## src/rtl/lsu_bus.sv

```systemverilog
// Load/store unit with request/grant/response bus: little-endian byte-strobed stores,
// lane-extracted loads, alignment/access checks and a passthrough path for non-memory ops.
module lsu_bus #(
    parameter int                XLEN      = 64,
    parameter int                ADDR_W    = 32,
    parameter logic [ADDR_W-1:0] BASE_ADDR = 32'h8000_0000
) (
    input  logic                clk,
    input  logic                rst_n,
    input  logic                i_valid,
    output logic                o_ready,
    input  logic [ADDR_W-1:0]   i_mem_addr,
    input  logic [XLEN-1:0]     i_mem_wdata,
    input  logic [10:0]         i_ls_info,
    input  logic [4:0]          i_rd_addr,
    input  logic                i_rd_wen,
    input  logic [XLEN-1:0]     i_rd_data,
    output logic                o_bus_req,
    input  logic                i_bus_gnt,
    output logic [ADDR_W-1:0]   o_bus_addr,
    output logic                o_bus_wen,
    output logic [XLEN/8-1:0]   o_bus_wstrb,
    output logic [XLEN-1:0]     o_bus_wdata,
    input  logic                i_bus_rvalid,
    input  logic [XLEN-1:0]     i_bus_rdata,
    output logic                o_wb_valid,
    output logic [XLEN-1:0]     o_wb_data,
    output logic [4:0]          o_wb_rd_addr,
    output logic                o_wb_rd_wen,
    output logic                o_exc,
    output logic [1:0]          o_exc_code
);

    localparam int NB    = XLEN / 8;
    localparam int OFF_W = $clog2(NB);

    typedef enum logic [1:0] {
        IDLE = 2'd0,
        REQ  = 2'd1,
        WAIT = 2'd2,
        DONE = 2'd3
    } state_t;

    state_t state_q, state_d;

    // More than one bit set in the op vector.
    function automatic logic multi_hot(input logic [10:0] v);
        return (v & (v - 11'd1)) != 11'd0;
    endfunction

    logic              accept_s, is_mem_s, is_store_s, multi_s, illegal_s;
    logic              sz_h_s, sz_w_s, sz_d_s, mis_s, fault_s, exc_s;
    logic [1:0]        code_s;
    logic [OFF_W-1:0]  off_s;
    logic [NB-1:0]     wstrb_s;
    logic [XLEN-1:0]   wdata_s, lane_s, load_data_s;

    logic [ADDR_W-1:0] bus_addr_q;
    logic              bus_wen_q;
    logic [NB-1:0]     bus_wstrb_q;
    logic [XLEN-1:0]   bus_wdata_q;
    logic [10:0]       ls_info_q;
    logic [OFF_W-1:0]  off_q;
    logic [XLEN-1:0]   res_data_q;
    logic              res_exc_q;
    logic [1:0]        res_code_q;
    logic [4:0]        rd_addr_q;
    logic              rd_wen_q;
    logic              wb_valid_q, wb_rd_wen_q, wb_exc_q;
    logic [XLEN-1:0]   wb_data_q;
    logic [4:0]        wb_rd_addr_q;
    logic [1:0]        wb_code_q;

    // Decode the incoming op: size class, alignment, address range and exception code.
    always_comb begin
        is_mem_s   = |i_ls_info;
        is_store_s = |i_ls_info[3:0];
        multi_s    = multi_hot(i_ls_info);
        sz_h_s     = i_ls_info[7] | i_ls_info[6] | i_ls_info[1];
        sz_w_s     = i_ls_info[5] | i_ls_info[4] | i_ls_info[0];
        sz_d_s     = i_ls_info[8] | i_ls_info[2];
        illegal_s  = multi_s | ((XLEN == 32) & (i_ls_info[8] | i_ls_info[4] | i_ls_info[2]));
        mis_s      = (sz_h_s & i_mem_addr[0]) | (sz_w_s & (|i_mem_addr[1:0])) |
                     (sz_d_s & (|i_mem_addr[2:0]));
        fault_s    = i_mem_addr < BASE_ADDR;
        exc_s      = is_mem_s & (illegal_s | mis_s | fault_s);
        off_s      = i_mem_addr[OFF_W-1:0];
        if (illegal_s) begin
            code_s = 2'd3;
        end else if (mis_s) begin
            code_s = is_store_s ? 2'd1 : 2'd0;
        end else if (fault_s) begin
            code_s = 2'd2;
        end else begin
            code_s = 2'd0;
        end
    end

    // Store lane strobes and data replicated across every lane of the access size.
    always_comb begin
        wstrb_s = '0;
        wdata_s = '0;
        if (i_ls_info[3]) begin
            wstrb_s = NB'(4'h1) << off_s;
            wdata_s = {NB{i_mem_wdata[7:0]}};
        end else if (i_ls_info[1]) begin
            wstrb_s = NB'(4'h3) << off_s;
            wdata_s = {(XLEN/16){i_mem_wdata[15:0]}};
        end else if (i_ls_info[0]) begin
            wstrb_s = NB'(4'hF) << off_s;
            wdata_s = {(XLEN/32){i_mem_wdata[31:0]}};
        end else if (i_ls_info[2]) begin
            wstrb_s = '1;
            wdata_s = i_mem_wdata;
        end else begin
            wstrb_s = '0;
            wdata_s = '0;
        end
    end

    // Extract the addressed lane of the returned word and extend it.
    always_comb begin
        lane_s      = i_bus_rdata >> {off_q, 3'b000};
        load_data_s = i_bus_rdata;
        if (ls_info_q[10]) begin
            load_data_s = XLEN'($signed(lane_s[7:0]));
        end else if (ls_info_q[9]) begin
            load_data_s = XLEN'(lane_s[7:0]);
        end else if (ls_info_q[7]) begin
            load_data_s = XLEN'($signed(lane_s[15:0]));
        end else if (ls_info_q[6]) begin
            load_data_s = XLEN'(lane_s[15:0]);
        end else if (ls_info_q[5]) begin
            load_data_s = XLEN'($signed(lane_s[31:0]));
        end else if (ls_info_q[4]) begin
            load_data_s = XLEN'(lane_s[31:0]);
        end else begin
            load_data_s = i_bus_rdata;
        end
    end

    // Next-state logic; rvalid is only honoured in WAIT.
    always_comb begin
        state_d  = state_q;
        accept_s = 1'b0;
        case (state_q)
            IDLE: begin
                if (i_valid) begin
                    accept_s = 1'b1;
                    state_d  = (!is_mem_s || exc_s) ? DONE : REQ;
                end else begin
                    state_d = IDLE;
                end
            end
            REQ: begin
                if (i_bus_gnt) begin
                    state_d = bus_wen_q ? DONE : WAIT;
                end else begin
                    state_d = REQ;
                end
            end
            WAIT: begin
                if (i_bus_rvalid) begin
                    state_d = DONE;
                end else begin
                    state_d = WAIT;
                end
            end
            DONE:    state_d = IDLE;
            default: state_d = IDLE;
        endcase
    end

    // State register.
    always_ff @(posedge clk or negedge rst_n) begin
        if (!rst_n) begin
            state_q <= IDLE;
        end else begin
            state_q <= state_d;
        end
    end

    // Op latch, result capture and the registered write-back stage.
    always_ff @(posedge clk or negedge rst_n) begin
        if (!rst_n) begin
            bus_addr_q   <= '0;
            bus_wen_q    <= 1'b0;
            bus_wstrb_q  <= '0;
            bus_wdata_q  <= '0;
            ls_info_q    <= 11'd0;
            off_q        <= '0;
            res_data_q   <= '0;
            res_exc_q    <= 1'b0;
            res_code_q   <= 2'd0;
            rd_addr_q    <= 5'd0;
            rd_wen_q     <= 1'b0;
            wb_valid_q   <= 1'b0;
            wb_data_q    <= '0;
            wb_rd_addr_q <= 5'd0;
            wb_rd_wen_q  <= 1'b0;
            wb_exc_q     <= 1'b0;
            wb_code_q    <= 2'd0;
        end else begin
            if (accept_s) begin
                bus_addr_q  <= i_mem_addr & ~ADDR_W'(NB - 1);
                bus_wen_q   <= is_store_s;
                bus_wstrb_q <= wstrb_s;
                bus_wdata_q <= wdata_s;
                ls_info_q   <= i_ls_info;
                off_q       <= off_s;
                res_data_q  <= is_mem_s ? '0 : i_rd_data;
                res_exc_q   <= exc_s;
                res_code_q  <= exc_s ? code_s : 2'd0;
                rd_addr_q   <= i_rd_addr;
                rd_wen_q    <= i_rd_wen & ~exc_s & ~is_store_s;
            end
            if ((state_q == WAIT) && i_bus_rvalid) begin
                res_data_q <= load_data_s;
            end
            if (state_q == DONE) begin
                wb_data_q    <= res_data_q;
                wb_rd_addr_q <= rd_addr_q;
                wb_rd_wen_q  <= rd_wen_q;
                wb_exc_q     <= res_exc_q;
                wb_code_q    <= res_code_q;
            end
            wb_valid_q <= (state_q == DONE);
        end
    end

    assign o_ready      = (state_q == IDLE);
    assign o_bus_req    = (state_q == REQ);
    assign o_bus_addr   = bus_addr_q;
    assign o_bus_wen    = bus_wen_q;
    assign o_bus_wstrb  = bus_wstrb_q;
    assign o_bus_wdata  = bus_wdata_q;
    assign o_wb_valid   = wb_valid_q;
    assign o_wb_data    = wb_data_q;
    assign o_wb_rd_addr = wb_rd_addr_q;
    assign o_wb_rd_wen  = wb_rd_wen_q;
    assign o_exc        = wb_exc_q;
    assign o_exc_code   = wb_code_q;

endmodule

```

## config.mk

```make
export PLATFORM = sky130hd
export DESIGN_NAME = lsu_bus
export DESIGN_NICKNAME = d
export VERILOG_FILES = /design/src/rtl/lsu_bus.sv
export SDC_FILE = /design/constraint.sdc
export NUM_CORES = 1
export LEC_CHECK = 0
export BUFFER_PORTS_ARGS = -buffer_cell sky130_fd_sc_hd__buf_2
export CAP_MARGIN = 20
export CORE_MARGIN = 3
export CORE_UTILIZATION = 35
export CTS_CLUSTER_SIZE = 24
export DETAILED_ROUTE_END_ITERATION = 8
export HOLD_SLACK_MARGIN = 0.06
export SETUP_SLACK_MARGIN = 0.15
export SYNTH_ARGS = -nofsm -noshare
export SYNTH_HDL_FRONTEND = slang
export SYNTH_SLANG_ARGS = --single-unit
```

## constraint.sdc

```tcl
create_clock -name clk -period 2.2 [get_ports clk]
set_input_delay 0.44 -clock clk [delete_from_list [all_inputs] [get_ports clk]]
set_output_delay 0.44 -clock clk [all_outputs]
set_load 0.1 [all_outputs]
```

; ---- Word-level counts from Yosys, hierarchy flattened
; Cells that the tools add are included.
[word_totals]
register_bits = 265
in_bits = 246
output_inout_bits = 181
wordCells = 85
[classes]
add_sub_neg = 1
order_cmp = 1
eq_ne = 3
n_shift = 4
mux = 30
bitwise = 18
reduce_logical = 10
[ops]
columns = cell, count
row1 = 2-to-1 mux 64 bit, 13
row2 = right shift 64 x 6 -> 32 bit, 1
row3 = < comparator 32 bit (second input constant), 1
row4 = 2-to-1 mux 8 bit, 4
row5 = 2-to-1 mux 2 bit, 7
row6 = bitwise AND 11 bit, 1
row7 = nonzero test 11 bit, 1
row8 = OR reduction 11 bit, 1
row9 = subtractor 11 x 1 -> 11 bit (second input constant), 1
row10 = OR 1 bit, 9
row11 = case mux 2 bit (4 select lines), 1
row12 = left shift 1 x 3 -> 8 bit (first input constant), 1
row13 = left shift 2 x 3 -> 8 bit (first input constant), 1
row14 = left shift 4 x 3 -> 8 bit (first input constant), 1
row15 = bitwise AND 1 bit, 6
row16 = 2-to-1 mux 1 bit, 5
row17 = == test 2 bit (second input constant), 2
row18 = OR reduction 4 bit, 1
row19 = OR reduction 3 bit, 1
row20 = == test 2 x 1 -> 1 bit (second input constant), 1
row21 = logical NOT 2 bit, 1
row22 = inverter 1 bit, 2
row23 = nonzero test 2 bit, 1
row24 = OR reduction 2 bit, 1
row25 = other kinds (3), 3

; ---- Depth between registers and ports, before layout
; Gate-level depths: netlist of run 1.
[logic_depth]
depth_word = 12
mapped_depth = 8
depth_no_buf = 6

; ---- Least setup slack after synthesis of run 1
; OpenSTA, ideal clock, no wires.
[synth_timing]
kind = reg2reg
from = register state_q[1]
to = register res_data_q[19]
setup_time_ns = 0.077
arrival_ns = 3.111
required_ns = 2.123
setup_slack_ns = -0.989
stages_incl_launch_ff = 9
path_buffers = 3
synth_period_minus_slack_ns = 3.189
cell_sequence = dfrtp_1 -> buf_2 -> nor2_1 -> nand2_1 -> nor2_1 -> buf_2 -> buf_2 -> a21oi_1 -> a21oi_1
[synth_via]
elab_chain_len = 3
word_cells_on_any_way = 6
cone_classes = 1 x eq/ne / 2 x mux / 3 x reduce/logical
[synth_lines]
columns = element, line_no
row1 = "start, declared", 44  ; state_t state_q, state_d;
row2 = "start signal, assigned", 179  ; state_q <= state_d;
row3 = logical NOT 2 bit, n/a
row4 = net o_ready, 11  ; output logic o_ready,
row5 = 2-to-1 mux 1 bit, 146  ; case (state_q)
row6 = nonzero test 2 bit (no line), n/a
row7 = "end signal, assigned", 211  ; res_data_q <= is_mem_s ? '0 : i_rd_data;
row8 = "end signal, assigned", 218  ; res_data_q <= load_data_s;
row9 = "end, declared", 64  ; logic [XLEN-1:0] res_data_q;
; The timed path passes the listed nets, and every way through them passes these cells.
; A chain may end at the register's enable or synchronous reset.

; ---- Final worst setup path of run 1
[layout_timing]
from = register off_q[2]
to = register res_data_q[1]
[layout_via]
elab_chain_len = 8
[layout_lines]
columns = element, line_no
row1 = "start, declared", 63  ; logic [OFF_W-1:0] off_q;
row2 = "start signal, assigned", 210  ; off_q <= off_s;
row3 = right shift 64 x 6 -> 32 bit *, 123  ; lane_s = i_bus_rdata >> {off_q, 3'b000};
row4 = 2-to-1 mux 64 bit, 135  ; end else if (ls_info_q[4]) begin
row5 = 2-to-1 mux 64 bit, 133  ; end else if (ls_info_q[5]) begin
row6 = 2-to-1 mux 64 bit, 131  ; end else if (ls_info_q[6]) begin
row7 = 2-to-1 mux 64 bit, 129  ; end else if (ls_info_q[7]) begin
row8 = 2-to-1 mux 64 bit, 127  ; end else if (ls_info_q[9]) begin
row9 = 2-to-1 mux 64 bit *, 125  ; if (ls_info_q[10]) begin
row10 = 2-to-1 mux 64 bit *, 217  ; if ((state_q == WAIT) && i_bus_rvalid) begin
; Every way passes the cells marked *; elsewhere a longest branch is shown, timed or not.

==> run metrics, run 1 <==
Register Area=6513 sq um; Final Util=46.93%; GRT Util Overall=23.95%; first-pass GRT wire length=79190 um; Post-synth EDFFs=0; die height=205.6 um; Slew headroom=31.48%; Yosys top cell area share=46.65%; footprint of the multi-input gates=6917 sq um; met2 usage=41.05%; via count=13745; DRC=0; Buffers on Ports=423; Setup TNS=0 ns; Post-synth ARST share=100.0%; Hold Slack=0.09607 ns; Ports=427; Area Growth Syn to Fin=31.25%; pin count of the biggest net entering global routing=99; vias per cell=5.601; CP cell instances=buf_6, inv_1, buf_4, a211oi_1, a2111oi_0, nor3_1; Final ANT Viol Nets=0; final worst path period share=89.36%; vias in the first global route=13439; clk sinks=260; grt met1 use=30.84%; critical path fanouts, max=31; share of cells above drive strength 1=37.11%; core area=39010 sq um; Final Hold Viols=0; Required @ worst endpoint=2.60 ns; FP Rows=72; final wirelength=53380 um; Crit path max-delay family=buffers and inverters; H-tree lvl count=1; Main synth FF type=dfrtp_1; Crit path largest cell delay=0.55 ns; clk_lat worst skew=0.56 ns; met3 Usage GRT=4.430%; yosys warns=0; initial antenna violation count=8; crit path capture type=flip-flop; routed len/inst=21.75 um; Startpoint Class=flip-flop; clk_skew=0.01730 ns; Die Footprint=42280 sq um; top-count cell post-synth=nand2_1; hpwl dp=39370 um; WS Path Type=flip-flop to flip-flop; fin worst setup slack=0.2341 ns; Critical-path top delay cell=a2111oi_0; GPL Wtd Cong=0.8833; Congestion Overflow GR=0; pre-CTS setup slack=-0.004224 ns; Data arrival, critical path=2.37 ns; DRT iter0 DRCs=1048; #FFs+latches synth=260; RSZ-0062 raised after global routing=false; fill count=3778; sequential-to-total area share from yosys stat=46.65%; nets@finish=2165; CTS buffer count=30; synth cell count leaders=nand2_1, dfrtp_1, nor2_1; Syn Area/Cell=9.361 sq um; Mapped Area=13950 sq um; outcome=completed; CTS tree=built; Least-Margin Pin Slew=1.026 ns; Slew Viols, Final=0; Starting Density=35.76%; drt first pass iters=9; Longest Clk Path Bufs=3; Netlist cell types=59; Die X=205.6 um; Hold WC Path Type=primary input to flip-flop; Final min period=1.966 ns; fmax=508.7 MHz; Root Driver=clkbuf_16; Post-Syn Instances=1490; Buf+Inv Stages, Crit Path=3; Finish-stage setup viols=0; ranking of synthesized cells by area=dfrtp_1, mux2_2, nand2_1; largest area contributor in the netlist=dfrtp_1; maxcap violations=0; Most Crowded Layer GR=met2; Reg clk slew, reported paths=0.06 ns
[cell usage in the layout (no fill, tap or decap), types with 25 or more instances in the layout]
| cell | count |
|---|---|
| buf_2 | 420 |
| nand2_1 | 268 |
| buf_4 | 63 |
| mux2_2 | 103 |
| dfrtp_1 | 255 |
| a21oi_1 | 102 |
| dlygate4sd3_1 | 25 |
| nor2_1 | 125 |
| o21ai_0 | 98 |
| clkbuf_16 | 31 |
| a222oi_1 | 27 |
| a32oi_1 | 40 |
| a31oi_1 | 38 |
| a31o_2 | 32 |
[sequential cells by signal (all words and copies together), names as in the netlist]
signal and flops:
o_bus_wdata 64, o_exc_code 2, o_exc 1, o_wb_valid 1
res_code_q 2, res_exc_q 1, o_wb_data 64, o_bus_addr 29
o_wb_rd_wen 1, o_wb_rd_addr 5, o_bus_wen 1, rd_wen_q 1
rd_addr_q 5, off_q 3, state_q 2, res_data_q 64
o_bus_wstrb 8, ls_info_q 6
[tightest hold or removal path, delay by kind of cell]
kind          cells  cell delay, ns
simple gates      2            0.09
buf+inv           1            0.08
[final cells by class]
cell class	instances	area share, %
Inverter	11	0.2255
Clock inverter	7	0.6288
Sequential cell	260	35.57
Clock buffer	47	4.948
Timing Repair Buffer	526	17.25
Antenna cell	4	0.05467
Tap cell	518	3.540
Multi-Input combinational cell	1081	37.78
[routing by layer]
| metal | vias up | routed length [um] |
|---|---|---|
| li1 | 6301 | - |
| met1 | 6757 | 21510 |
| met2 | 597 | 26120 |
| met5 | - | 48 |
| met3 | 82 | 4298 |
| met4 | 8 | 1409 |
[final timing paths]
kind / to / from / slack [ns] / cells past startpoint
worst min-delay path: o_bus_addr[4] / i_mem_addr[4] / 0.1 / 3
max in group asynchronous: o_bus_wstrb[5] / rst_n / 0.95 / 3
worst max-delay path: res_data_q[1] / off_q[2] / 0.23 / 6
worst min register to register: o_bus_addr[27] / o_bus_addr[27] / 0.47 / 2
worst max register to register: res_data_q[1] / off_q[2] / 0.23 / 6
min in group asynchronous: o_bus_wstrb[7] / rst_n / 0.43 / 2
[cells by family after synthesis]
family / synth area share (%)
and+or+nand+nor: 14.06
buffers and inverters: 4.440
other: 0.02688
adders and majority gates: 0.9598
AOI/OAI and AO/OA: 22.97
DFF: 46.65
muxes: 10.90
[through the flow]
step           area, sq um  instances
2_1_floorplan        13980       1492
3_3_place_gp         16980       2371
3_5_place_dp         16980       2371
4_1_cts              18260       2450
5_1_grt              18310       2454
6_report             18310       2454
[timing repair]
action                                  CTS  global route
setup buffers                             0             0
endpoints found under the setup margin    5             9
resized for setup                         4            10
hold buffers                             25             0
pin swaps                                 1             1
endpoints found under the hold margin    72             0
Power of run 1 is not shown: default switching activity piles up to over one toggle a cycle in this logic, so the estimate is an artifact.
==> run 2, diff against run 1 <==
- ABC_AREA: default -> 1
==> run metrics, run 2 <==
Crit path max-delay family=flip-flops; Worst Hold Path EP=o_bus_addr[22]; largest area contributor in the netlist=dfrtp_1; Congestion Overflow GR=0 (unchanged); Buffers on Ports=423 (unchanged); DRC=0 (unchanged); outcome=completed; Crit path depth=2 (-4); clk_lat worst skew=0.57 ns (about the same); CP cell instances=nor2_2, buf_8; via count=15218 (+11%); Post-Syn Instances=2051 (+38%); Yosys top cell area share=45.59% (-1.1 points); Netlist cell types=37 (-37%); nets@finish=2722 (+26%); Mapped Area=14270 sq um (+2.3%); Main synth FF type=dfrtp_1; CTS tree=built; Post-synth EDFFs=0 (unchanged); Die X=207.9 um (+1.1%); maxcap violations=0 (unchanged); cells on worst reg2reg path=11 (+5); WS Path Type=flip-flop to output port; Syn Area/Cell=6.959 sq um (-26%); min-delay src=i_mem_addr[22]; sequential-to-total area share from yosys stat=45.59% (-1.1 points); Buf+Inv Stages, Crit Path=1 (-2); DP Cell Count=2928 (+23%); synth cell count leaders=nand2_1, dfrtp_1, nand3_1; Hold Slack=0.07817 ns (-0.01790 ns); Slew headroom=59.90% (+28 points); yosys warns=0 (unchanged); Critical-path top delay cell=dfrtp_1; Worst Setup SP=state_q[1]; first-pass GRT wire length=88060 um (+11%); CTS buffer count=30 (unchanged); Reg clk slew, reported paths=0.06 ns (about the same); pin count of the biggest net entering global routing=84 (-15%); Slew Viols, Final=0 (unchanged); critical path fanouts, max=5 (-84%); drt first pass iters=7 (-2); Startpoint Class=flip-flop; fmax=500.4 MHz (-1.6%); Longest Clk Path Bufs=3 (unchanged); #FFs+latches synth=260 (unchanged); final worst path period share=90.83% (+1.5 points); Root Driver=clkbuf_16; met2 usage=43.78% (+2.7 points); initial antenna violation count=13 (+5); Required @ worst endpoint=1.76 ns (-0.84 ns); clk_skew=0.01332 ns (-0.003981 ns); Final Hold Viols=0 (unchanged); Area Growth Syn to Fin=29.82%; Ports=427 (unchanged); ranking of synthesized cells by area=dfrtp_1, nand2_1, nand3_1; Final ANT Viol Nets=0 (unchanged); Final min period=1.998 ns (+0.03240 ns); Final Util=46.31% (-0.62 points); final cell count without fillers=3019 (+23%); Least-Margin Pin Slew=0.5971 ns (-0.4286 ns); FP Rows=73 (+1.4%); routed len/inst=19.01 um (-13%); clk sinks=260 (unchanged); vias in the first global route=15308 (+14%); final wirelength=57390 um (+7.5%); crit path capture type=output port; GPL Wtd Cong=0.8844 (+0.12%); share of cells above drive strength 1=22.78% (-14 points); Reg2Reg Setup Slack=0.23 ns (about the same); GRT Util Overall=25.29% (+1.3 points); Data arrival, critical path=1.56 ns (-0.81 ns); Crit path largest cell delay=0.48 ns (-0.07 ns); Die Footprint=43240 sq um (+2.3%); DRT iter0 DRCs=1019 (-2.8%); hpwl dp=42030 um (+6.7%); Most Crowded Layer GR=met2; met3 Usage GRT=5.489% (+1.1 points); Post-synth ARST share=100.0% (unchanged); die height=207.9 um (+1.1%); Finish-stage setup viols=0 (unchanged); top-count cell post-synth=nand2_1; Setup TNS=0 ns (unchanged); grt met1 use=32.23% (+1.4 points); most frequent cells in the layout=nand2_1, buf_2, dfrtp_1; vias per cell=5.041 (-10%); Starting Density=35.68% (-0.082 points); Hold Path Stages=3 (unchanged); H-tree lvl count=1 (unchanged); Hold WC Path Type=primary input to flip-flop; RSZ-0062 raised after global routing=true; commonest non-fill, non-tap cell in the layout=nand2_1; R2R Path End=res_data_q[30]; core area=40010 sq um (+2.6%); r2r startpoint=off_q[0]
## run 2: cell count changes after synthesis, sizes merged, moves of 21 or more
cell / before / now
inv: 10 / 107
a31oi: 38 / 17
nand3: 11 / 153
nor2: 128 / 107
a32oi: 40 / 0
a222oi: 27 / 0
nand2: 270 / 987
clkbuf: 95 / 65
a31o: 33 / 0
mux2: 103 / 0
o211ai: 5 / 34
a211oi: 23 / 0
## run 2: how the worst max path moves through the flow
stage	to	slack, ns
floorplan	res_data_q[44]	0.18
global placement	state_q[1]	0.26
detailed placement	o_bus_wdata[34]	0.21
CTS	o_bus_req	0.10
global route	o_bus_req	0.11
finish	o_bus_req	0.20
## run 2: through the flow
step	area (sq um)	setup slack (ns)
after global placement	17130	0.2633
after floorplan	14290	0.1813
after detailed placement	17130	0.2115
final	18530	0.2017
after global routing	18520	0.1118
after CTS	18360	0.1016
## run 2: area by class of cell
type	instances	area (sq um)
fillers	4203	21480
multi-input cells	1553	6761
flip-flops and latches	260	6509
repair buffers	513	3187
clock buffers	47	914.6
well taps	525	656.9
inverters	109	411.6
clock inverters	7	75.07
diodes	5	12.51
## run 2: cell families after synthesis
kind of cell / after synthesis / share of synthesized area, %
DFF: 260 / 45.59
buffers and inverters: 240 / 7.267
other: 1 / 0.02627
adders and majority gates: 9 / 0.7890
and+or+nand+nor: 1255 / 34.91
AOI/OAI and AO/OA: 286 / 11.42
## run 2: per-layer routing
layer	part of all wire, %	vias to the layer above	wire length, um
li1	-	7357	-
met4	2.5	14	1427
met1	41	7199	23540
met3	7.3	95	4196
met5	0.16	-	91
met2	49	553	28130
## run 2: repair_timing
item | in CTS | in global routing
hold buffers | 24 | 0
cloned | 0 | 5
hold endpoints to repair | 68 | 0
setup endpoints to repair | 2 | 55
setup buffers | 0 | 3
pin swaps | 0 | 1
gates resized for setup | 2 | 4
## run 2: worst min-delay path: stages
cell and delay, ns:
buf_2 0.07, nand2_1 0.05, nand2_1 0.05
Power of run 2 is left out for the same reason.
